### src/rtl/keypad_scanner.sv
// keypad_scanner -- 4x4 matrix keypad scanner with debounce.
//
// Drives a one-hot, active-low column scan and reads the active-low rows
// back through a 2-flop synchronizer. A press is accepted after
// DEBOUNCE_SCANS agreeing sample ticks. It is reported once as
// key_code = row_idx*4 + col_idx, together with a one-clock key_valid
// strobe. A release is accepted after DEBOUNCE_SCANS agreeing ticks.
//
// Parameters:
//   SCAN_DIV       clocks per sample tick (column dwell time), >= 2
//   DEBOUNCE_SCANS agreeing ticks needed to accept a press or a release, >= 1
//
// Ports:
//   clk        system clock, rising edge
//   rst_n      synchronous reset, active-low
//   row[3:0]   keypad rows, active-low, asynchronous to clk
//   col[3:0]   column drive, one-hot active-low
//   key_code   code of the last accepted key
//   key_valid  one-clock strobe for each accepted press
//   key_held   high while the accepted key remains down
//
// Optional feature: define KEYPAD_REPEAT_EN to enable typematic repeat.
// The first repeat strobe comes after 32 held ticks, and further strobes
// follow every 8 ticks.
module keypad_scanner #(
  parameter int SCAN_DIV       = 50000,
  parameter int DEBOUNCE_SCANS = 4
) (
  input  logic       clk,
  input  logic       rst_n,
  input  logic [3:0] row,
  output logic [3:0] col,
  output logic [3:0] key_code,
  output logic       key_valid,
  output logic       key_held
);

  localparam int DW = $clog2(SCAN_DIV);
  localparam int CW = $clog2(DEBOUNCE_SCANS + 1);
  localparam logic [DW-1:0] DIV_LAST = DW'(SCAN_DIV - 1);
  localparam logic [CW-1:0] CNT_LAST = CW'(DEBOUNCE_SCANS - 1);

  localparam logic [1:0] SCAN     = 2'd0;
  localparam logic [1:0] DEBOUNCE = 2'd1;
  localparam logic [1:0] HELD     = 2'd2;

  logic [3:0]    row_s1_q, rs_q;
  logic [DW-1:0] div_q;
  logic          tick;
  logic [1:0]    state_q, state_d;
  logic [1:0]    col_idx_q, col_idx_d;
  logic [1:0]    cand_row_q, cand_row_d;
  logic [1:0]    cand_col_q, cand_col_d;
  // Counts agreeing press ticks in DEBOUNCE and release ticks in HELD.
  logic [CW-1:0] cnt_q, cnt_d;
  logic [3:0]    key_code_q, key_code_d;
  logic          key_valid_q, key_valid_d;
  logic          key_held_q, key_held_d;
`ifdef KEYPAD_REPEAT_EN
  logic [5:0]    rep_q, rep_d;
`endif

  // Lowest-numbered low row wins (row 0 has the highest priority).
  function automatic logic [1:0] low_row(input logic [3:0] r);
    if (!r[0])      return 2'd0;
    else if (!r[1]) return 2'd1;
    else if (!r[2]) return 2'd2;
    else            return 2'd3;
  endfunction

  assign tick = (div_q == DIV_LAST);

  always_comb begin
    state_d     = state_q;
    col_idx_d   = col_idx_q;
    cand_row_d  = cand_row_q;
    cand_col_d  = cand_col_q;
    cnt_d       = cnt_q;
    key_code_d  = key_code_q;
    key_valid_d = 1'b0;
    key_held_d  = key_held_q;
`ifdef KEYPAD_REPEAT_EN
    rep_d       = 6'd0;
`endif
    case (state_q)
      SCAN: begin
        if (tick) begin
          if (rs_q == 4'hF) begin
            col_idx_d = col_idx_q + 2'd1;
          end else begin
            cand_row_d = low_row(rs_q);
            cand_col_d = col_idx_q;
            cnt_d      = CW'(1);
            if (DEBOUNCE_SCANS == 1) begin
              // A single agreeing tick is enough; accept immediately.
              key_code_d  = {cand_row_d, cand_col_d};
              key_valid_d = 1'b1;
              key_held_d  = 1'b1;
              cnt_d       = '0;
              state_d     = HELD;
            end else begin
              state_d = DEBOUNCE;
            end
          end
        end
      end
      DEBOUNCE: begin
        if (tick) begin
          if (!rs_q[cand_row_q]) begin
            if (cnt_q == CNT_LAST) begin
              key_code_d  = {cand_row_q, cand_col_q};
              key_valid_d = 1'b1;
              key_held_d  = 1'b1;
              cnt_d       = '0;
              state_d     = HELD;
            end else begin
              cnt_d = cnt_q + CW'(1);
            end
          end else begin
            // Bounce: abandon the candidate and resume scanning this tick.
            col_idx_d = col_idx_q + 2'd1;
            state_d   = SCAN;
          end
        end
      end
      HELD: begin
`ifdef KEYPAD_REPEAT_EN
        rep_d = rep_q;
`endif
        if (tick) begin
          if (rs_q[cand_row_q]) begin
            if (cnt_q == CNT_LAST) begin
              key_held_d = 1'b0;
              col_idx_d  = col_idx_q + 2'd1;
              cnt_d      = '0;
              state_d    = SCAN;
`ifdef KEYPAD_REPEAT_EN
              rep_d      = 6'd0;
`endif
            end else begin
              cnt_d = cnt_q + CW'(1);
            end
          end else begin
            // Any low reading restarts the release count.
            cnt_d = '0;
          end
`ifdef KEYPAD_REPEAT_EN
          // rep_q == 31 marks the 32nd held tick. Reloading to 24 makes
          // the next strobe come 8 ticks later.
          if (state_d == HELD) begin
            if (rep_q == 6'd31) begin
              key_valid_d = 1'b1;
              rep_d       = 6'd24;
            end else begin
              rep_d = rep_q + 6'd1;
            end
          end
`endif
        end
      end
      default: state_d = SCAN;
    endcase
  end

  always_ff @(posedge clk) begin
    if (!rst_n) begin
      row_s1_q    <= 4'hF;
      rs_q        <= 4'hF;
      div_q       <= '0;
      state_q     <= SCAN;
      col_idx_q   <= 2'd0;
      cand_row_q  <= 2'd0;
      cand_col_q  <= 2'd0;
      cnt_q       <= '0;
      key_code_q  <= 4'd0;
      key_valid_q <= 1'b0;
      key_held_q  <= 1'b0;
`ifdef KEYPAD_REPEAT_EN
      rep_q       <= 6'd0;
`endif
    end else begin
      row_s1_q    <= row;
      rs_q        <= row_s1_q;
      div_q       <= tick ? '0 : div_q + DW'(1);
      state_q     <= state_d;
      col_idx_q   <= col_idx_d;
      cand_row_q  <= cand_row_d;
      cand_col_q  <= cand_col_d;
      cnt_q       <= cnt_d;
      key_code_q  <= key_code_d;
      key_valid_q <= key_valid_d;
      key_held_q  <= key_held_d;
`ifdef KEYPAD_REPEAT_EN
      rep_q       <= rep_d;
`endif
    end
  end

  assign col       = ~(4'b0001 << col_idx_q);
  assign key_code  = key_code_q;
  assign key_valid = key_valid_q;
  assign key_held  = key_held_q;

endmodule

### config.mk
export PLATFORM = sky130hd
export DESIGN_NAME = keypad_scanner
export DESIGN_NICKNAME = d
export VERILOG_FILES = /design/src/rtl/keypad_scanner.sv
export SDC_FILE = /design/constraint.sdc
export NUM_CORES = 1
export LEC_CHECK = 0
export BUFFER_PORTS_ARGS = -buffer_cell sky130_fd_sc_hd__buf_2
export CAP_MARGIN = 10
export CORE_ASPECT_RATIO = 0.7
export CORE_UTILIZATION = 60
export CTS_BUF_LIST = sky130_fd_sc_hd__clkbuf_8
export DETAILED_ROUTE_END_ITERATION = 8
export PLACE_DENSITY = 0.87
export SLEW_MARGIN = 15
export SYNTH_ARGS = -nofsm -noshare
export SYNTH_HDL_FRONTEND = slang
export SYNTH_SLANG_ARGS = --single-unit
export TNS_END_PERCENT = 50
### constraint.sdc
create_clock -name clk -period 5.27 [get_ports clk]
set_input_delay 1.054 -clock clk [delete_from_list [all_inputs] [get_ports clk]]
set_output_delay 1.054 -clock clk [all_outputs]
set_load 0.02 [all_outputs]
==> run metrics <==
PwrDens around 260 nW/um^2; vias per cell between 5 and 6; Slew @ Worst Pin approximately 0.53 ns; final setup violation count 0; # diodes 0; Die ar. 3478 um^2; post-layout util between 70% and 80%; clock skew ~0.0041 ns; overall fraction of global-route tracks in use about 24%; post-synth cell types 41; Max VDD drop about 0.00017 V; Initial Util approximately two thirds; Critical Path Max Stage Delay between 0.4 and 0.5 ns; Hold Path Class reg -> reg; most frequent cell on the critical path inv_1; post-cts repair resize count 0; status completed; net count after synthesis 218; Detailed Place HPWL between 2000 and 3000 um; Detail Route Antenna Nets 0; I/O pin count 16; most area-hungry cell type in the Yosys netlist dfxtp_1; total negative setup slack 0 ns; Yosys reg bits just over 40; maxcap violations 0; CP Cell Sequence inv_1 -> ha_1 -> inv_1 -> buf_2; Max Root-Sink Buffers 2; total grt overflow 0; crit path max fanout 5; Max Slew Vio Count 0; worst-skew pair later-pin latency between 0.2 and 0.3 ns; Die H about 50 um; Gate Count Post-Synth between 200 and 250; CORE AREA 2943 um^2; DRC viols 0; synthesized cell area between 1500 and 2000 um^2; CP Launch Type register; nets@finish 235; largest net degree at the start of global routing 24; vias in the first global route around 1.4k; CTS tree yes; CP Data Arrival Time around 1.2 ns; Die X ~70 um; sequential fraction of the synthesis area 42.19%; Critical Path Sink Type output port; Yosys top cell area share a little over two fifths; First-pass DRT Iterations 5; Slowest-stage cell, CP dfxtp_1; leakage power ~0.95 nW; total number of vias 1492; port bufs 15; fin cells 256; count of final hold-check violations 0; most common cell after layout, fill and taps aside dfxtp_1; minimum clock period about 2.3 ns; clk sinks 41; YS warnings 0; DP Cell Count about 250; maximum clock rate approximately 0.44 GHz; initial antenna violation count 0; H-Tree Level Count 2; Slew HR about 64%; Synth Area per Inst 9.632 um^2; share of layout cells above drive strength 1 about 18%; clock-pin slew on the worst setup and hold paths roughly 0.070 ns; Layout area overhead 10.10%; largest cells by area after synthesis dfxtp_1 (42%), mux2i_1 (6.7%), ha_1 (6.4%), nor2_1 (5.0%), xor2_1 (4.5%); CTS Buf Count 5; first-pass GRT wire length around 6300 um; Post-CTS Hold Buffers 0; final wirelength roughly 4000 um; gp weighted congestion 0.9419; final worst-path cycle share a little over two fifths; most frequent cells in the layout dfxtp_1 (41), nor2_1 (26), nand2_1 (20); Row Count 16; drt initial violations 96; Worst Path Required ~4.2 ns; setup bufs post-CTS 0; crit path kind reg -> out; CTS root buffer clkbuf_8; drt wl/cell around 15 um; setup repair after global routing missed its margin false
## kinds of logic after synthesis
family / synth area share (%)
buffers and inverters: 3.408
DFF: 42.19
AOI/OAI and AO/OA: 7.331
muxes: 9.003
and+or+nand+nor: 25.79
adders and majority gates: 6.431
xor gates and xnor gates: 5.852
## power breakdown
group | internal (mW) | switching, mW | leakage, nW
registers | 0.314 | 0.00368 | 0.333
clock network | 0.118 | 0.101 | 0.0542
logic | 0.00737 | 0.0112 | 0.563
total | 0.440 | 0.116 | 0.950
## critical path: cells and delay by family (launching register included)
family | cells | cell delay, ns
buf+inv | 3 | 0.31
fa+ha+maj | 1 | 0.21
flops | 1 | 0.41
## sequential cells by signal, indices dropped and copies added, names as in the netlist, 3 cells and up
signal,count
div_q,16
key_code,4
row_s1_q,4
rs_q,4
cnt_q,3
## metal layers
layer | share of wire [%] | GRT usage, %
met1 | 42 | 29.40
met2 | 49 | 39.10
met4 | 1.8 | 13.00
met5 | 0 | 0
met3 | 7.0 | 6.135
## metrics by stage
stage	setup slack, ns	power, mW	cell area [um^2]	hold WS, ns
finish	2.994	0.5557	2142	0.4080
global route	2.929	0.5780	2142	0.4219
CTS	2.980	0.5601	2142	0.4106
detailed placement	3.209	0.3433	2041	0.3933
global placement	3.282	0.3415	2041	0.3910
floorplan	3.447	0.3377	1946	0.3863
## worst paths after layout
kind                 from     endpoint  slack, ns  depth (start not counted)
min           row_s1_q[3]      rs_q[3]       0.41                          1
max          col_idx_q[0]       col[2]       2.99                          4
min reg2reg   row_s1_q[3]      rs_q[3]       0.41                          1
max reg2reg    state_q[1]  key_code[0]       3.21                          7
## cells in the mapped netlist
library cell and number:
nor2_1 26, or2b_1 1, dlygate4sd1_1 1, clkbuf_1 3, or2_2 2, o211a_1 2, and4_1 2, nand2_1 20
xnor2_1 3, and3_1 4, o21ai_0 1, a41oi_1 1, and2b_2 1, nand4_1 4, o21a_1 1, o2111ai_1 1
o221a_1 1, and4bb_2 2, dfxtp_1 41, o41ai_1 1, nand3_1 8, ha_1 10, nor2b_1 2, mux2_2 2
and2_1 1, and3_2 2, inv_1 11, and4_2 2, o32ai_4 1, nand4_4 1, nand3_2 1, mux4_2 1
o31ai_1 1, nor4b_4 1, mux2i_1 13, nand2b_1 8, or2b_2 1, a21oi_1 5, buf_2 1, o22ai_1 2
xor2_1 10
## layout make-up
cell class / count / area (um^2)
Multi-Input combinational cell: 145 / 1059
Sequential cell: 41 / 820.8
Fill cell: 230 / 800.8
Clock buffer: 7 / 96.34
Timing Repair Buffer: 15 / 75.07
Tap cell: 36 / 45.04
Inverter: 11 / 41.29
Clock inverter: 1 / 5.005
No activity file was read; power rests on OpenSTA's default activity.
